===== src/rtl/mem_arbiter_if.sv =====
// ---------------------------------------------------------------------------
// mem_arbiter_if
//
// Bundles the arbiter's bus signals: the instruction-fetch requester port
// (if_*), the data-access requester port (d_*) and the single-port memory
// command/response port (m_*).
//
// Modports
//   slave  : arbiter view. Requests, request payloads and m_rdata are inputs.
//            Grants, responses and the memory command are outputs.
//   master : environment view (requesters plus memory). Directions are the
//            mirror image of slave.
//
// Parameter
//   ADDR_W : byte-address width of both requester ports. m_addr is a word
//            address, so it is ADDR_W-2 bits wide.
// ---------------------------------------------------------------------------
interface mem_arbiter_if #(
  parameter int ADDR_W = 16
);
  // Instruction-fetch port
  logic              if_req;
  logic [ADDR_W-1:0] if_addr;
  logic              if_gnt;
  logic              if_rvalid;
  logic [31:0]       if_rdata;
  logic              if_fault;

  // Data-access port
  logic              d_req;
  logic              d_we;
  logic [3:0]        d_be;
  logic [ADDR_W-1:0] d_addr;
  logic [31:0]       d_wdata;
  logic              d_gnt;
  logic              d_rvalid;
  logic [31:0]       d_rdata;

  // Memory port
  logic              m_en;
  logic              m_we;
  logic [3:0]        m_be;
  logic [ADDR_W-3:0] m_addr;
  logic [31:0]       m_wdata;
  logic [31:0]       m_rdata;

  modport slave (
    input  if_req, if_addr,
    output if_gnt, if_rvalid, if_rdata, if_fault,
    input  d_req, d_we, d_be, d_addr, d_wdata,
    output d_gnt, d_rvalid, d_rdata,
    output m_en, m_we, m_be, m_addr, m_wdata,
    input  m_rdata
  );

  modport master (
    output if_req, if_addr,
    input  if_gnt, if_rvalid, if_rdata, if_fault,
    output d_req, d_we, d_be, d_addr, d_wdata,
    input  d_gnt, d_rvalid, d_rdata,
    input  m_en, m_we, m_be, m_addr, m_wdata,
    output m_rdata
  );
endinterface


===== src/rtl/mem_arbiter.sv =====
// ---------------------------------------------------------------------------
// mem_arbiter
//
// Shares one single-port unified memory between the instruction-fetch stage
// and the data-access stage. One memory command is issued per cycle; read
// data comes back one cycle later and is steered to whichever requester
// owned the command.
//
// Arbitration: data accesses have fixed priority, except that after
// STARVE_MAX consecutive data grants with a fetch waiting, the fetch wins
// one cycle. With both requesters saturating the pattern is STARVE_MAX data
// grants followed by one fetch grant.
//
// Parameters
//   ADDR_W     : byte-address width of both requester ports (default 16).
//   STARVE_MAX : max consecutive data grants while a fetch waits, 1..15.
//
// Ports
//   clk : clock, rising edge.
//   rst : asynchronous active-low reset. Clears the response owner and the
//         starvation counter, drops any in-flight response and holds both
//         grants (and therefore the memory command) low.
//   bus : mem_arbiter_if.slave
//         if_req/if_addr           -> fetch request (held until if_gnt)
//         if_gnt                   <- fetch accepted (combinational)
//         if_rvalid/if_rdata/if_fault <- fetch response, one cycle after grant
//         d_req/d_we/d_be/d_addr/d_wdata -> data request (held until d_gnt)
//         d_gnt                    <- data accepted (combinational)
//         d_rvalid/d_rdata         <- data read response, one cycle after grant
//         m_en/m_we/m_be/m_addr/m_wdata <- memory command
//         m_rdata                  -> memory read data, cycle after m_en read
//
// Build option
//   MEM_ARBITER_MISALIGN_CHECK_EN : when defined, a winning fetch whose
//   if_addr[1:0] is non-zero is granted but issues no memory command; its
//   response is a fault (if_rvalid=1, if_fault=1, if_rdata=0). When not
//   defined, if_addr[1:0] is ignored and if_fault is always 0.
// ---------------------------------------------------------------------------
module mem_arbiter #(
  parameter int ADDR_W     = 16,
  parameter int STARVE_MAX = 4
) (
  input  logic         clk,
  input  logic         rst,
  mem_arbiter_if.slave bus
);

  // Who the response in the following cycle belongs to. Data writes produce
  // no response, so they record OWN_NONE just like an idle cycle.
  typedef enum logic [1:0] {
    OWN_NONE    = 2'd0,
    OWN_FETCH   = 2'd1,
    OWN_DATA_RD = 2'd2,
    OWN_FAULT   = 2'd3
  } owner_t;

  localparam logic [3:0] STARVE_LIMIT = 4'(STARVE_MAX);

  owner_t     owner_reg;
  owner_t     owner_next;
  logic [3:0] starve_cnt_reg;
  logic [3:0] starve_cnt_next;

  logic       d_win;
  logic       f_win;
  logic       fetch_fault;
  logic       starve_hit;

  // -------------------------------------------------------------------------
  // Misaligned-fetch detection (build option)
  // -------------------------------------------------------------------------
`ifdef MEM_ARBITER_MISALIGN_CHECK_EN
  assign fetch_fault = (bus.if_addr[1:0] != 2'b00);
`else
  assign fetch_fault = 1'b0;
`endif

  // A waiting fetch that has been passed over STARVE_MAX times takes the slot.
  assign starve_hit = bus.if_req && (starve_cnt_reg == STARVE_LIMIT);

  // -------------------------------------------------------------------------
  // Selection. Grants are combinational from the current requests so a
  // selected requester is accepted in the same cycle; reset masks both.
  // -------------------------------------------------------------------------
  always_comb begin
    d_win = 1'b0;
    f_win = 1'b0;
    if (rst) begin
      d_win = bus.d_req && !starve_hit;
      f_win = bus.if_req && !d_win;
    end
  end

  // -------------------------------------------------------------------------
  // State register: response owner and starvation counter.
  // -------------------------------------------------------------------------
  always_ff @(posedge clk or negedge rst) begin
    if (!rst) begin
      owner_reg      <= OWN_NONE;
      starve_cnt_reg <= 4'd0;
    end else begin
      owner_reg      <= owner_next;
      starve_cnt_reg <= starve_cnt_next;
    end
  end

  // -------------------------------------------------------------------------
  // Next-state logic.
  // -------------------------------------------------------------------------
  always_comb begin
    owner_next      = OWN_NONE;
    starve_cnt_next = starve_cnt_reg;

    if (d_win) begin
      owner_next = bus.d_we ? OWN_NONE : OWN_DATA_RD;
    end else if (f_win) begin
      owner_next = fetch_fault ? OWN_FAULT : OWN_FETCH;
    end

    // The counter only measures how long a fetch has been waiting: it is
    // meaningless (and cleared) whenever no fetch is pending, and a fetch
    // grant, faulting or not, ends the wait.
    if (!bus.if_req) begin
      starve_cnt_next = 4'd0;
    end else if (f_win) begin
      starve_cnt_next = 4'd0;
    end else if (d_win && (starve_cnt_reg != STARVE_LIMIT)) begin
      starve_cnt_next = starve_cnt_reg + 4'd1;
    end
  end

  // -------------------------------------------------------------------------
  // Output logic: grants, memory command and response steering.
  // -------------------------------------------------------------------------
  always_comb begin
    bus.d_gnt     = d_win;
    bus.if_gnt    = f_win;

    // Idle cycles and faulting fetches drive an all-zero command.
    bus.m_en      = 1'b0;
    bus.m_we      = 1'b0;
    bus.m_be      = 4'b0000;
    bus.m_addr    = '0;
    bus.m_wdata   = 32'd0;

    if (d_win) begin
      bus.m_en    = 1'b1;
      bus.m_we    = bus.d_we;
      // Reads always fetch the whole word regardless of d_be.
      bus.m_be    = bus.d_we ? bus.d_be : 4'b1111;
      bus.m_addr  = bus.d_addr[ADDR_W-1:2];
      bus.m_wdata = bus.d_wdata;
    end else if (f_win && !fetch_fault) begin
      bus.m_en    = 1'b1;
      bus.m_we    = 1'b0;
      bus.m_be    = 4'b1111;
      bus.m_addr  = bus.if_addr[ADDR_W-1:2];
      bus.m_wdata = 32'd0;
    end

    // The response follows the registered owner; m_rdata is the memory's
    // answer to last cycle's command. Unselected rdata outputs read zero.
    bus.if_rvalid = 1'b0;
    bus.if_fault  = 1'b0;
    bus.if_rdata  = 32'd0;
    bus.d_rvalid  = 1'b0;
    bus.d_rdata   = 32'd0;

    case (owner_reg)
      OWN_FETCH: begin
        bus.if_rvalid = 1'b1;
        bus.if_rdata  = bus.m_rdata;
      end
      OWN_DATA_RD: begin
        bus.d_rvalid  = 1'b1;
        bus.d_rdata   = bus.m_rdata;
      end
      OWN_FAULT: begin
        bus.if_rvalid = 1'b1;
        bus.if_fault  = 1'b1;
      end
      default: begin
      end
    endcase
  end

endmodule


===== src/flat_wrapper.sv =====
// flat-port wrapper written by rule: the top's interface ports become plain ports
module mem_arbiter_flat 
#(
  parameter int ADDR_W     = 16,
  parameter int STARVE_MAX = 4
)
  (clk, rst, bus_if_req, bus_if_addr, bus_if_gnt, bus_if_rvalid, bus_if_rdata, bus_if_fault, bus_d_req, bus_d_we, bus_d_be, bus_d_addr, bus_d_wdata, bus_d_gnt, bus_d_rvalid, bus_d_rdata, bus_m_en, bus_m_we, bus_m_be, bus_m_addr, bus_m_wdata, bus_m_rdata);
  mem_arbiter_if #(.ADDR_W(ADDR_W)) bus_i ();
  input  logic clk;
  input  logic rst;
  input wire logic [$bits(bus_i.if_req)-1:0] bus_if_req;
  input wire logic [$bits(bus_i.if_addr)-1:0] bus_if_addr;
  output wire logic [$bits(bus_i.if_gnt)-1:0] bus_if_gnt;
  output wire logic [$bits(bus_i.if_rvalid)-1:0] bus_if_rvalid;
  output wire logic [$bits(bus_i.if_rdata)-1:0] bus_if_rdata;
  output wire logic [$bits(bus_i.if_fault)-1:0] bus_if_fault;
  input wire logic [$bits(bus_i.d_req)-1:0] bus_d_req;
  input wire logic [$bits(bus_i.d_we)-1:0] bus_d_we;
  input wire logic [$bits(bus_i.d_be)-1:0] bus_d_be;
  input wire logic [$bits(bus_i.d_addr)-1:0] bus_d_addr;
  input wire logic [$bits(bus_i.d_wdata)-1:0] bus_d_wdata;
  output wire logic [$bits(bus_i.d_gnt)-1:0] bus_d_gnt;
  output wire logic [$bits(bus_i.d_rvalid)-1:0] bus_d_rvalid;
  output wire logic [$bits(bus_i.d_rdata)-1:0] bus_d_rdata;
  output wire logic [$bits(bus_i.m_en)-1:0] bus_m_en;
  output wire logic [$bits(bus_i.m_we)-1:0] bus_m_we;
  output wire logic [$bits(bus_i.m_be)-1:0] bus_m_be;
  output wire logic [$bits(bus_i.m_addr)-1:0] bus_m_addr;
  output wire logic [$bits(bus_i.m_wdata)-1:0] bus_m_wdata;
  input wire logic [$bits(bus_i.m_rdata)-1:0] bus_m_rdata;
  assign bus_i.if_req = bus_if_req;
  assign bus_i.if_addr = bus_if_addr;
  assign bus_if_gnt = bus_i.if_gnt;
  assign bus_if_rvalid = bus_i.if_rvalid;
  assign bus_if_rdata = bus_i.if_rdata;
  assign bus_if_fault = bus_i.if_fault;
  assign bus_i.d_req = bus_d_req;
  assign bus_i.d_we = bus_d_we;
  assign bus_i.d_be = bus_d_be;
  assign bus_i.d_addr = bus_d_addr;
  assign bus_i.d_wdata = bus_d_wdata;
  assign bus_d_gnt = bus_i.d_gnt;
  assign bus_d_rvalid = bus_i.d_rvalid;
  assign bus_d_rdata = bus_i.d_rdata;
  assign bus_m_en = bus_i.m_en;
  assign bus_m_we = bus_i.m_we;
  assign bus_m_be = bus_i.m_be;
  assign bus_m_addr = bus_i.m_addr;
  assign bus_m_wdata = bus_i.m_wdata;
  assign bus_i.m_rdata = bus_m_rdata;
  mem_arbiter #(.ADDR_W(ADDR_W), .STARVE_MAX(STARVE_MAX)) u_core (.clk(clk), .rst(rst), .bus(bus_i));
endmodule

===== config.mk =====
export PLATFORM = sky130hd
export DESIGN_NAME = mem_arbiter_flat
export DESIGN_NICKNAME = d
export VERILOG_FILES = /design/src/rtl/mem_arbiter_if.sv /design/src/rtl/mem_arbiter.sv /design/src/flat_wrapper.sv
export SDC_FILE = /design/constraint.sdc
export NUM_CORES = 1
export LEC_CHECK = 0
export CAP_MARGIN = 15
export CORE_AREA = 2 2 88 90
export DETAILED_ROUTE_END_ITERATION = 6
export DIE_AREA = 0 0 90 92
export GPL_TIMING_DRIVEN = 1
export PLACE_DENSITY = 0.71
export REMOVE_ABC_BUFFERS = 1
export SKIP_CTS_REPAIR_TIMING = 1
export SLEW_MARGIN = 20
export SYNTH_ARGS = -nofsm -noshare
export SYNTH_HDL_FRONTEND = slang
export SYNTH_SLANG_ARGS = --single-unit

===== constraint.sdc =====
create_clock -name clk -period 2.8 [get_ports clk]
set_input_delay 0.42 -clock clk [delete_from_list [all_inputs] [get_ports clk]]
set_output_delay 0.42 -clock clk [all_outputs]
set_load 0.01 [all_outputs]

==> results.json <==
{
  "outcome": "finished, final reports clean",
  "yosysWarnings": 0,
  "critPathKind": "in2out",
  "dieArea_sq_um": 8280,
  "drive_gt1_share_pct": 5.44,
  "routed_wl_microns": 6510,
  "clkSinkCount": 6,
  "ant_nets": 0,
  "skew_ps": 2.64,
  "hold_viol_final": 0,
  "powerDensity_nw_per_um2": 172,
  "antenna_found_initial": 0,
  "hold_class": "in2async",
  "rows": 32,
  "ir_drop_mv": 0.0936,
  "io_pins": 226,
  "drtPass1Iterations": 3,
  "crit_start": "rst",
  "first_global_vias": 1918,
  "slew_viol_final": 0,
  "crit_required_ps": 2380,
  "htreeDepth": 1,
  "drc": 0,
  "via_per_inst": 4.04,
  "die_w_microns": 90,
  "dpl.hpwl_microns": 5890,
  "grt_first_pass_wirelength_microns": 9570,
  "path_clk_slew_ps": 40,
  "arrival_ps": 2210,
  "cts_max_path_buffers": 2,
  "synth_area_per_cell_sq_um": 7.37,
  "drt_iter0_drc": 32,
  "routedWlPerCell_microns": 13.3,
  "crit_top_cell": "clkdlybuf4s50_1",
  "slowest_stage": "clkdlybuf4s50_1",
  "largest_reg_flops": 4,
  "worst_r2r_startpoint": "u_core.starve_cnt_reg[0]",
  "critPathBufInv": 4,
  "fin_setup_tns_ps": 0,
  "finalCritPeriodShare_pct": 94.0,
  "slew-limit-headroom_pct": 81.7,
  "gr-total-overflow": 0,
  "synth_cells": 169,
  "leakagePower_nw": 1.41,
  "fin_nets": 495,
  "synth_seq_area_share_pct": 12.1,
  "synth.cell_area_sq_um": 1240,
  "core_area_sq_um": 7450,
  "rsz0062_at_grt": "no",
  "area_delta_synth_final_pct": 191,
  "critical_path_cell_count": 7,
  "maxCapViolCount": 0,
  "crit_fanout": 19,
  "crit_chain": "clkdlybuf4s50_1 -> buf_4 -> nand2_1 -> a21oi_4 -> buf_12 -> a22o_1 -> clkdlybuf4s50_1",
  "holdWs_ps": 513,
  "via_count": 1971,
  "io_buffers": 221,
  "numCtsBuffers": 3,
  "tightest_slew_ps": 274,
  "track_usage_pct": 14.4,
  "crit_path_end_kind": "output port",
  "initial_core_util_pct": 16.7,
  "place.gp.congestion": 0.726,
  "r2r_cells": 5,
  "ys_ff_latch": 6,
  "die_y_microns": 92,
  "min_period_ps": 2630,
  "clock-root-buffer": "clkbuf_8",
  "setup_viol": 0,
  "fmax_ghz": 0.380,
  "clk_latency_ps": 220,
  "setup.worst_path.start_class": "input port",
  "synth.distinct_cells": 26,
  "grt_max_degree": 54,
  "diodes": 0,
  "critical-path-top-delay-family": "buffers and inverters",
  "max_stage_delay_ps": 550,
  "cts_tree": "done"
}
[cells in the mapped netlist]
cell type  count  area (sq um)
and2b_1        1          7.51
clkbuf_2       3          15.0
o21ai_0        2          10.0
nand2_1        4          15.0
dfrtp_1        6           150
o22ai_1        1          6.26
nand3b_1       1          7.51
nand3b_4       1          20.0
clkbuf_1       7          26.3
o21a_1         1          7.51
nand3_1        2          10.0
a21o_2         4          35.0
a41oi_4        1          27.5
nand2b_1       5          31.3
inv_1          4          15.0
ha_1           2          25.0
buf_8          1          15.0
buf_4          2          15.0
a22o_1         9          78.8
nor2b_1        3          18.8
a22o_2         5          50.1
a21oi_1        2          10.0
and3_1         1          6.26
and2_1        98           613
a21oi_4        1          16.3
a31oi_1        2          12.5
[per-layer routing]
| metal | global-route usage [%] | share of wire, % |
|---|---|---|
| met5 | 0 | 0 |
| met3 | 4.68 | 11 |
| met2 | 30.4 | 55 |
| met4 | 3.21 | 0.84 |
| met1 | 13.0 | 33 |
[report_power, final]
group | total [mW] | leakage, nW | switching, mW | internal, mW
sequential | 0.0935 | 0.0820 | 0.00352 | 0.0900
combinational | 0.401 | 1.30 | 0.129 | 0.272
clock | 0.130 | 0.0216 | 0.0379 | 0.0924
total | 0.625 | 1.41 | 0.171 | 0.455
[final cells by class]
type / instances / area, sq um
Timing Repair Buffer: 227 / 2280
Sequential cell: 6 / 150
Clock buffer: 3 / 41.3
Tap cell: 102 / 128
Inverter: 4 / 15.0
Fill cell: 730 / 3820
Multi-Input combinational cell: 146 / 1010
[final timing paths]
| check | endpoint | slack [ps] |
|---|---|---|
| setup / recovery | bus_m_addr[8] | 170 |
| hold / removal | u_core.owner_reg[0] | 510 |
| setup reg to reg | u_core.owner_reg[1] | 1360 |
| hold reg to reg | u_core.starve_cnt_reg[0] | 550 |
| max in group asynchronous | u_core.owner_reg[1] | 2150 |
| min in group clk | u_core.starve_cnt_reg[0] | 550 |
[metrics by stage]
| stage | utilization, % | std cells | setup WS (ps) | power (mW) | cell area, sq um |
|---|---|---|---|---|---|
| 3_5_place_dp | 48.1 | 485 | 159 | 0.501 | 3580 |
| 5_1_grt | 48.7 | 488 | 41.0 | 0.661 | 3620 |
| 3_3_place_gp | 48.1 | 485 | 172 | 0.498 | 3580 |
| 6_report | 48.7 | 488 | 169 | 0.625 | 3620 |
| 2_1_floorplan | - | 156 | 756 | 0.206 | 1170 |
| 4_1_cts | 48.7 | 488 | 152 | 0.634 | 3620 |
[kinds of logic (layout without fill, tap and decap cells)]
logic type | after synthesis | after routing | synth area share [%]
simple gates | 116 | 116 | 58.6
fa+ha+maj | 2 | 2 | 2.01
flops | 6 | 6 | 12.1
compound gates | 28 | 28 | 20.4
buf+inv | 17 | 234 | 6.93
[layout by cell type (no fill, tap or decap), types with 2 or more instances in the layout]
| cell type | count |
|---|---|
| o21ai_0 | 2 |
| a21oi_1 | 2 |
| a31oi_1 | 2 |
| and2_1 | 98 |
| a22o_1 | 9 |
| a22o_2 | 5 |
| buf_12 | 2 |
| buf_4 | 4 |
| nand3_1 | 2 |
| nand2_1 | 4 |
| clkbuf_8 | 3 |
| inv_1 | 4 |
| nor2b_1 | 3 |
| clkdlybuf4s50_1 | 221 |
| a21o_2 | 4 |
| ha_1 | 2 |
| nand2b_1 | 5 |
| dfrtp_1 | 6 |
(Power assumes the default switching activity.)
